===== config.mk =====
export PLATFORM = sky130hd
export DESIGN_NAME = bitonic_sorted_serializer
export DESIGN_NICKNAME = d
export VERILOG_FILES = /design/src/rtl/bitonic_sorted_serializer.sv
export SDC_FILE = /design/constraint.sdc
export NUM_CORES = 1
export LEC_CHECK = 0
export ABC_AREA = 1
export ABC_CLOCK_PERIOD_IN_PS = 1250
export CAP_MARGIN = 20
export CELL_PAD_IN_SITES_DETAIL_PLACEMENT = 1
export CELL_PAD_IN_SITES_GLOBAL_PLACEMENT = 1
export CORE_ASPECT_RATIO = 2
export CORE_MARGIN = 3
export CORE_UTILIZATION = 37
export DETAILED_ROUTE_END_ITERATION = 7
export MAX_ROUTING_LAYER = met4
export PLACE_DENSITY = 0.86
export SLEW_MARGIN = 10
export SYNTH_ARGS = -nofsm -noshare
export SYNTH_HDL_FRONTEND = slang
export SYNTH_SLANG_ARGS = --single-unit

===== constraint.sdc =====
create_clock -name clk -period 1.25 [get_ports clk]
set_input_delay 0.25 -clock clk [delete_from_list [all_inputs] [get_ports clk]]
set_output_delay 0.25 -clock clk [all_outputs]
set_load 0.02 [all_outputs]

===== src/rtl/bitonic_sorted_serializer.sv =====
// bitonic_sorted_serializer
//   Takes one sorted 8-element vector per handshake from the bitonic
//   final-merge stage and stores it in one bank of a two-bank ping-pong
//   buffer. Elements stream out one per cycle. A new vector can load into
//   the free bank while the other bank drains, so the block sustains
//   8 elements per 8 cycles.
//
// Parameters
//   DATA_W  element width
//   ASCEND  0: number_in1 (largest) leaves first; 1: number_in8 (smallest) first
//
// Ports
//   clk, rst_n                 clock, asynchronous active-low reset
//   number_in1..number_in8     sorted vector, in1 largest, in8 smallest
//   in_valid / in_ready        input handshake
//   out_data / out_valid /
//   out_ready                  output handshake
//   out_idx                    position of out_data within its vector
//   out_last                   high with the 8th element of a vector
//   busy                       at least one bank holds data
//
// Handshake: a transfer happens on a rising edge where valid and ready are
// both high. in_ready and all out_* signals come from registers only, so
// neither side sees a combinational path from the other side's inputs.
module bitonic_sorted_serializer #(
    parameter int DATA_W = 8,
    parameter bit ASCEND = 1'b0
) (
    input  logic              clk,
    input  logic              rst_n,
    input  logic [DATA_W-1:0] number_in1,
    input  logic [DATA_W-1:0] number_in2,
    input  logic [DATA_W-1:0] number_in3,
    input  logic [DATA_W-1:0] number_in4,
    input  logic [DATA_W-1:0] number_in5,
    input  logic [DATA_W-1:0] number_in6,
    input  logic [DATA_W-1:0] number_in7,
    input  logic [DATA_W-1:0] number_in8,
    input  logic              in_valid,
    output logic              in_ready,
    output logic [DATA_W-1:0] out_data,
    output logic              out_valid,
    input  logic              out_ready,
    output logic [2:0]        out_idx,
    output logic              out_last,
    output logic              busy
);

    // Banks are stored in emission order, so the read side simply walks
    // element 0..7 regardless of ASCEND.
    logic [1:0][7:0][DATA_W-1:0] bank;
    logic [1:0]                  full;
    logic                        wr_bank;
    logic                        rd_bank;
    logic [2:0]                  idx;

    logic [7:0][DATA_W-1:0] raw_vec;
    logic [7:0][DATA_W-1:0] ordered_vec;
    logic [1:0]             full_next;
    logic                   load;
    logic                   drain;
    logic                   drain_last;

    always_comb begin
        raw_vec[0] = number_in1;
        raw_vec[1] = number_in2;
        raw_vec[2] = number_in3;
        raw_vec[3] = number_in4;
        raw_vec[4] = number_in5;
        raw_vec[5] = number_in6;
        raw_vec[6] = number_in7;
        raw_vec[7] = number_in8;
        ordered_vec = raw_vec;
        if (ASCEND) begin
            for (int k = 0; k < 8; k++) begin
                ordered_vec[k] = raw_vec[7-k];
            end
        end
    end

    assign in_ready   = !full[wr_bank];
    assign out_valid  = full[rd_bank];
    assign out_data   = bank[rd_bank][idx];
    assign out_idx    = idx;
    assign out_last   = out_valid && (idx == 3'd7);
    assign busy       = full[0] | full[1];

    assign load       = in_valid && in_ready;
    assign drain      = out_valid && out_ready;
    assign drain_last = drain && (idx == 3'd7);

    // The load bank is never full and the drain bank always is, so the two
    // updates below always touch different bits of full.
    always_comb begin
        full_next = full;
        if (drain_last) full_next[rd_bank] = 1'b0;
        if (load)       full_next[wr_bank] = 1'b1;
    end

    always_ff @(posedge clk or negedge rst_n) begin
        if (!rst_n) begin
            bank    <= '0;
            full    <= '0;
            wr_bank <= 1'b0;
            rd_bank <= 1'b0;
            idx     <= 3'd0;
        end else begin
            full <= full_next;
            if (load) begin
                bank[wr_bank] <= ordered_vec;
                wr_bank       <= !wr_bank;
            end
            if (drain) begin
                idx <= idx + 3'd1;
                if (drain_last) begin
                    rd_bank <= !rd_bank;
                end
            end
        end
    end

endmodule

==> flow_metrics.tcl, run 1 <==
set metrics [dict create \
    synth_top_area_share_pct 50.46 \
    rsz0062_at_grt "true" \
    gpl.final_weighted_congestion 0.8503 \
    ff2ff_path_depth 9 \
    synth.most_common_cell "sky130_fd_sc_hd__nand2_1" \
    final-instance-count-excl-fill 1299 \
    cap_viol_max_count 0 \
    dp_cells 1211 \
    layout_cell_share_with_drive_strength_beyond_1_pct 45.67 \
    layout.nets 1146 \
    overall_power_of_the_completed_layout_mw 34.91 \
    synthTopCellsByArea "sky130_fd_sc_hd__dfrtp_1, sky130_fd_sc_hd__nand2_1, sky130_fd_sc_hd__o21ai_0" \
    setup_total_negative_slack_ps -45730 \
    dpl.hpwl_um 14920 \
    post-route-period-util_pct 190.5 \
    arrival_ps 2130 \
    coreArea_um2 17780 \
    cts.clk_slew.worst_paths_ps 70 \
    ys_seq_elements 135 \
    preCtsSetupSlack_ps -816.7 \
    cts_num_sinks 135 \
    floorplan.die.height_um 196.2 \
    post_synth_instance_area_um2 6695 \
    synthDistinctLibCells 19 \
    final.fill_count 1900 \
    detailedRoute.firstIterationViolations 603 \
    power-per-cell-area_nw_per_um2 3013 \
    syn-num-nets 975 \
    static_leakage_power_nw 5.703 \
    tritoncts "built" \
    i_o_pin_count 83 \
    slew_viol_final 0 \
    cts.path.max_buffers 2 \
    htreeDepth 4 \
    dr_total_vias 7971 \
    synthCells 905 \
    cp_data_required_time_ps 1000 \
    area_delta_synth_final_pct 73.09 \
    die_x_um 101.1 \
    clk-insertion-delay-late_ps 460 \
    crit_path_end_kind "output port" \
    grt_first_pass_wirelength_um 46750 \
    setup_viol 150 \
    detail_route.wirelength_um 42140 \
    floorplan.initialDensity_pct 37.65 \
    async_reset_ff_share_pct 100.0 \
    fin_skew_ps 14.44 \
    path_class "flip-flop to output port" \
    grt_antenna_before_repair 0 \
    drtAntennaViolNets 0 \
    synth.cells.most_frequent "sky130_fd_sc_hd__nand2_1, sky130_fd_sc_hd__inv_1, sky130_fd_sc_hd__dfrtp_1" \
    power_switching_share_pct 48.42 \
    register_area_share_after_synthesis_pct 50.46 \
    logic_pwr_share_pct 58.9 \
    synth_edf_count 0 \
    hold_violations 0 \
    cts_made_buffers 17 \
    ir_drop_uv 1894 \
    timing.critical_path.fanout_max 22 \
    outcome "complete, but fails checks" \
    die-area_um2 19840 \
    wl_per_instance_um 32.44 \
    power.clock.fraction_pct 14.9 \
    sequentialPowerShare_pct 26.1 \
    fmax_mhz 420.0 \
    failed_checks "setup timing" \
    ys.flop_type "sky130_fd_sc_hd__dfrtp_1" \
    pin_count_of_the_biggest_net_entering_global_routing 54 \
    detailedRoute.firstPassIterationCount 5 \
    timing_worst_slew_pin_value_ps 363.2 \
    timing.slew.headroom_pct 75.53 \
    final_min_period_ps 2381 \
    timing.hold.worst.class "primary input to asynchronous set/reset pin" \
    io_buffer_count 82 \
    setup_slack_ps -1131 \
    all_layer_global_routing_usage_pct 32.58 \
    post-route-util_pct 65.16 \
    power_report.internal_total_mw 18.01 \
    synth.yosys.warnings 0 \
    detail_route.vias_per_cell 6.136 \
    postSynthAreaPerCell_um2 7.398 \
    final_routed_drc_violation_total 0 \
    switching_power_of_the_nets_mw 16.91 \
    cts.root.buffer_cell "sky130_fd_sc_hd__clkbuf_16" \
    startpoint_type "flip-flop" \
    grt_residual_overflow 0 \
    synth_area_leader_cell "sky130_fd_sc_hd__dfrtp_1" \
    fp-row-count 69 \
    n_antenna_cell 0 \
    first_global_vias 8115 \
]
cells by family (layout without fill, tap and decap cells):
kind of cell             count (synthesis)  count (layout)  share of synthesized area (%)
buffers and inverters                  222             403                          14.09
flip-flops                             135             135                          50.46
XOR/XNOR                                 1               1                         0.1308
adder cells (fa/ha/maj)                  2               2                         0.3737
AO/OA/AOI/OAI                          133             133                          9.998
AND/OR/NAND/NOR                        412             412                          24.95
power by group through the flow:
stage	Sequential, mW	Combinational [mW]	Clock (mW)
6_report	9.13	20.6	5.22
5_1_grt	9.21	21.2	5.36
4_1_cts	7.86	13.7	4.98
3_5_place_dp	7.65	10.9	0
3_3_place_gp	7.54	10.5	0
2_1_floorplan	7.29	6.89	0
cells in the final DEF (no fill, tap or decap), types with 2 or more instances in the layout:
cell type,netlist,final
sky130_fd_sc_hd__a21oi_1,2,2
sky130_fd_sc_hd__clkdlybuf4s50_1,0,66
sky130_fd_sc_hd__inv_2,1,2
sky130_fd_sc_hd__clkbuf_16,0,27
sky130_fd_sc_hd__inv_1,165,161
sky130_fd_sc_hd__buf_16,0,12
sky130_fd_sc_hd__buf_12,0,21
sky130_fd_sc_hd__clkinv_2,0,7
sky130_fd_sc_hd__nand2_4,0,107
sky130_fd_sc_hd__nand3_2,0,45
sky130_fd_sc_hd__nand3_1,97,48
sky130_fd_sc_hd__o21ai_2,1,101
sky130_fd_sc_hd__nand3_4,0,4
sky130_fd_sc_hd__dfrtp_2,0,4
sky130_fd_sc_hd__clkinvlp_4,0,2
sky130_fd_sc_hd__nand2_8,0,4
sky130_fd_sc_hd__o21ai_4,0,9
sky130_fd_sc_hd__dfrtp_1,135,131
sky130_fd_sc_hd__o21ai_1,0,20
sky130_fd_sc_hd__nand2_1,309,155
sky130_fd_sc_hd__buf_4,5,48
sky130_fd_sc_hd__nor2_2,0,3
sky130_fd_sc_hd__bufinv_16,0,3
sky130_fd_sc_hd__buf_8,0,12
sky130_fd_sc_hd__buf_6,7,34
sky130_fd_sc_hd__nand2_2,1,44
metal layers:
layer	vias to the layer above	share of wire, %	global-route usage, %
met1	3930	33	32.41
met5	-	0	-
li1	3113	-	-
met2	581	48	54.20
met3	347	7.4	5.480
met4	0	12	26.63
final timing paths:
path                                from     endpoint  slack (ps)
max reg2reg                      rd_bank      full[0]        -490
min                                rst_n     bank[25]         200
max in group asynchronous          rst_n     bank[45]         460
max                              rd_bank  out_data[6]       -1130
min reg2reg                    bank[100]    bank[100]         520
min in group clk           number_in2[1]      bank[9]         390
timing repair:
item                                    in CTS  in global routing
hold buffers                                 1                  0
endpoints found under the setup margin     101                148
endpoints found under the hold margin      135                  0
pin swaps                                    3                 21
resized for setup                          292                441
cloned                                      15                 17
buffers inserted                            18                 17
metrics by stage:
stage / area, µm² / hold slack, ps
2_1_floorplan: 6782 / -45.59
3_3_place_gp: 8120 / 111.2
3_5_place_dp: 8120 / 113.6
4_1_cts: 9767 / 214.4
5_1_grt: 11590 / 230.2
6_report: 11590 / 200.4
worst max-delay path, cell delays in order (launching register included):
cell                      delay, ps
sky130_fd_sc_hd__dfrtp_2        460
sky130_fd_sc_hd__buf_6          260
sky130_fd_sc_hd__nand2_1        140
sky130_fd_sc_hd__nand3_1        190
sky130_fd_sc_hd__nand3_2        220
sky130_fd_sc_hd__nand3_1        170
sky130_fd_sc_hd__nand2_2         80
sky130_fd_sc_hd__buf_6          130
state kept, by name, summed over array words and instances, names as in the netlist:
name     flops
bank       128
full         2
out_idx      3
rd_bank      1
wr_bank      1
final cells by class:
| class | count | area, µm² | share of cell area [%] |
|---|---|---|---|
| Tap cell | 213 | 266.5 | 2.300 |
| Timing Repair Buffer | 206 | 2611 | 22.53 |
| Clock buffer | 18 | 429.2 | 3.703 |
| Multi-Input combinational cell | 548 | 4119 | 35.54 |
| Inverter | 168 | 644.4 | 5.560 |
| Sequential cell | 135 | 3383 | 29.19 |
| Clock inverter | 11 | 135.1 | 1.166 |
Note: power is estimated with default switching activity, not from simulation.
==> run 2: changes to the inputs <==
Settings changed: HOLD_SLACK_MARGIN set to 0.02.
==> results of run 2 <==
Final layout, timing and power as in run 1 (identical DEF).
==> run 3: changes to the inputs <==
Settings changed: CORE_UTILIZATION 37 to 30, PLACE_DENSITY 0.86 to 0.61.
==> run 3 against run 2 <==
Compared with the run above: flip-flop and latch count stayed put; highest routed layer unchanged; final area is 4.9% higher; largest power group unchanged; die area is 22% higher; utilization is 9.4 points lower; register-to-register slack better by 80 ps; the flow still finishes with violations (setup timing); sequential power is 8.7% lower; sequential share of layout area is 1.4 points lower; count of clock-buffer cells in the layout is 1 higher; power is 0.11% lower.
==> flow_metrics.tcl, run 3 (synthesis results as in run 1) <==
set metrics [dict create \
    global_route.usage.met1_pct 25.49 \
    layout.nets 1166 \
    crit_top_cell "sky130_fd_sc_hd__nand2_1" \
    cp_top_family "simple AND/OR/NAND/NOR gates" \
    dpl.hpwl_um 15090 \
    final_routed_drc_violation_total 0 \
    cts.clk_slew.worst_paths_ps 60 \
    final_min_period_ps 2200 \
    dr_total_vias 7186 \
    die-area_um2 24250 \
    coreArea_um2 21780 \
    grt_residual_overflow 0 \
    failed_checks "setup timing" \
    timing.critical_path.fanout_max 11 \
    gpl.final_weighted_congestion 0.8028 \
    setup_total_negative_slack_ps -47540 \
    ff2ff_path_depth 10 \
    power-per-cell-area_nw_per_um2 2870 \
    path_class "flip-flop to output port" \
    grt_use_met2_pct 48.94 \
    reg2reg_slack_ps -410 \
    timing.hold.worst.class "primary input to asynchronous set/reset pin" \
    die_x_um 111.6 \
    arrival_ps 1950 \
    area_delta_synth_final_pct 81.52 \
    grtUsageMet3_pct 3.088 \
    grt_most_used_layer "met2" \
    detail_route.vias_per_cell 5.203 \
    post-route-period-util_pct 176.0 \
    n_antenna_cell 0 \
    detailedRoute.firstPassIterationCount 5 \
    setup_slack_ps -949.9 \
    startpoint_type "flip-flop" \
    tritoncts "built" \
    detailedRoute.firstIterationViolations 346 \
    outcome "complete, but fails checks" \
    final_cell_mix "sky130_fd_sc_hd__nand2_1, sky130_fd_sc_hd__inv_1, sky130_fd_sc_hd__dfrtp_1, sky130_fd_sc_hd__o21ai_2, sky130_fd_sc_hd__nand2_2" \
    hold_violations 0 \
    fin_skew_ps 9.302 \
    all_layer_global_routing_usage_pct 26.30 \
    timing_worst_slew_pin_value_ps 833.8 \
    post-route-util_pct 55.81 \
    layout_cell_share_with_drive_strength_beyond_1_pct 49.10 \
    cts_made_buffers 17 \
    drtAntennaViolNets 0 \
    rsz0062_at_grt "true" \
    worstReg2RegStart "rd_bank" \
    cap_viol_max_count 0 \
    fmax_mhz 454.6 \
    cts_num_sinks 135 \
    grt_first_pass_wirelength_um 46490 \
    timing.slew.headroom_pct 44.41 \
    htreeDepth 4 \
    preCtsSetupSlack_ps -837.1 \
    setup_viol 150 \
    detail_route.wirelength_um 33240 \
    grt_antenna_before_repair 0 \
    crit_path_cell_trace "buf_4, buf_16, nand2_1, nand2_1, nand2_1, nand3_1, nand3_1, nand2_2, buf_6" \
    cts.path.max_buffers 2 \
    critical_path_buf_inv_count 3 \
    largest_reg_flops 128 \
    io_buffer_count 82 \
    static_leakage_power_nw 5.936 \
    floorplan.initialDensity_pct 30.75 \
    final.fill_count 2333 \
    slew_viol_final 0 \
    first_global_vias 7907 \
    cts.root.buffer_cell "sky130_fd_sc_hd__clkbuf_16" \
    pin_count_of_the_biggest_net_entering_global_routing 34 \
    critical_path.slowest_cell "sky130_fd_sc_hd__dfrtp_2" \
    ir_drop_uv 1471 \
    fp-row-count 76 \
    i_o_pin_count 83 \
    wl_per_instance_um 24.07 \
    clk-insertion-delay-late_ps 440 \
    slowest_cell_delay_on_critical_path_ps 440 \
    r2r_path_end "full[1]" \
    floorplan.die.height_um 217.3 \
    largest-register "bank" \
    cp_data_required_time_ps 1000 \
    crit_path_end_kind "output port" \
]
run 3: metrics by stage:
stage	cell area [µm²]	total power, mW	std cells	hold slack [ps]
3_3_place_gp	8310	18.62	1273	215.3
4_1_cts	11220	30.60	1380	310.0
5_1_grt	12150	36.52	1381	324.8
2_1_floorplan	6782	14.18	905	-45.59
3_5_place_dp	8310	18.86	1273	209.2
6_report	12150	34.87	1381	287.6
run 3: final cells by class:
class                           count  area [µm²]  area share (%)
Multi-Input combinational cell    551        4079           33.56
Sequential cell                   135        3383           27.84
Timing Repair Buffer              223        2982           24.53
Inverter                          168       644.4           5.302
Clock buffer                       19       452.9           3.727
Tap cell                          273       341.6           2.811
Clock inverter                     12       270.3           2.224
run 3: power breakdown:
group | leakage, nW | switching [mW] | total (mW) | internal, mW
logic | 3.90 | 11.0 | 20.2 | 9.22
registers | 1.68 | 1.94 | 8.34 | 6.40
clock network | 0.350 | 2.11 | 6.36 | 4.25
total | 5.94 | 15.0 | 34.9 | 19.9
run 3: worst max-delay path by stage:
stage | start | slack [ps] | end | depth (start not counted)
2_1_floorplan | rd_bank | -150 | out_data[2] | 10
3_3_place_gp | rd_bank | -830 | out_data[6] | 9
3_5_place_dp | rd_bank | -840 | out_data[6] | 9
4_1_cts | rd_bank | -820 | out_data[2] | 8
5_1_grt | rd_bank | -980 | out_data[7] | 9
6_report | rd_bank | -950 | out_data[7] | 9
run 3: routing by layer:
layer,up-vias,part of all wire (%)
met2,233,56
met4,0,7.4
met5,-,0
met1,3625,33
met3,149,3.3
li1,3179,-
run 3: timing repair:
action / in CTS / in global routing
hold endpoints to repair: 15 / 0
pin swaps: 7 / 39
buffers inserted: 39 / 17
cloned: 37 / 4
gates resized for setup: 446 / 291
setup endpoints to repair: 150 / 150
hold buffers: 1 / 0
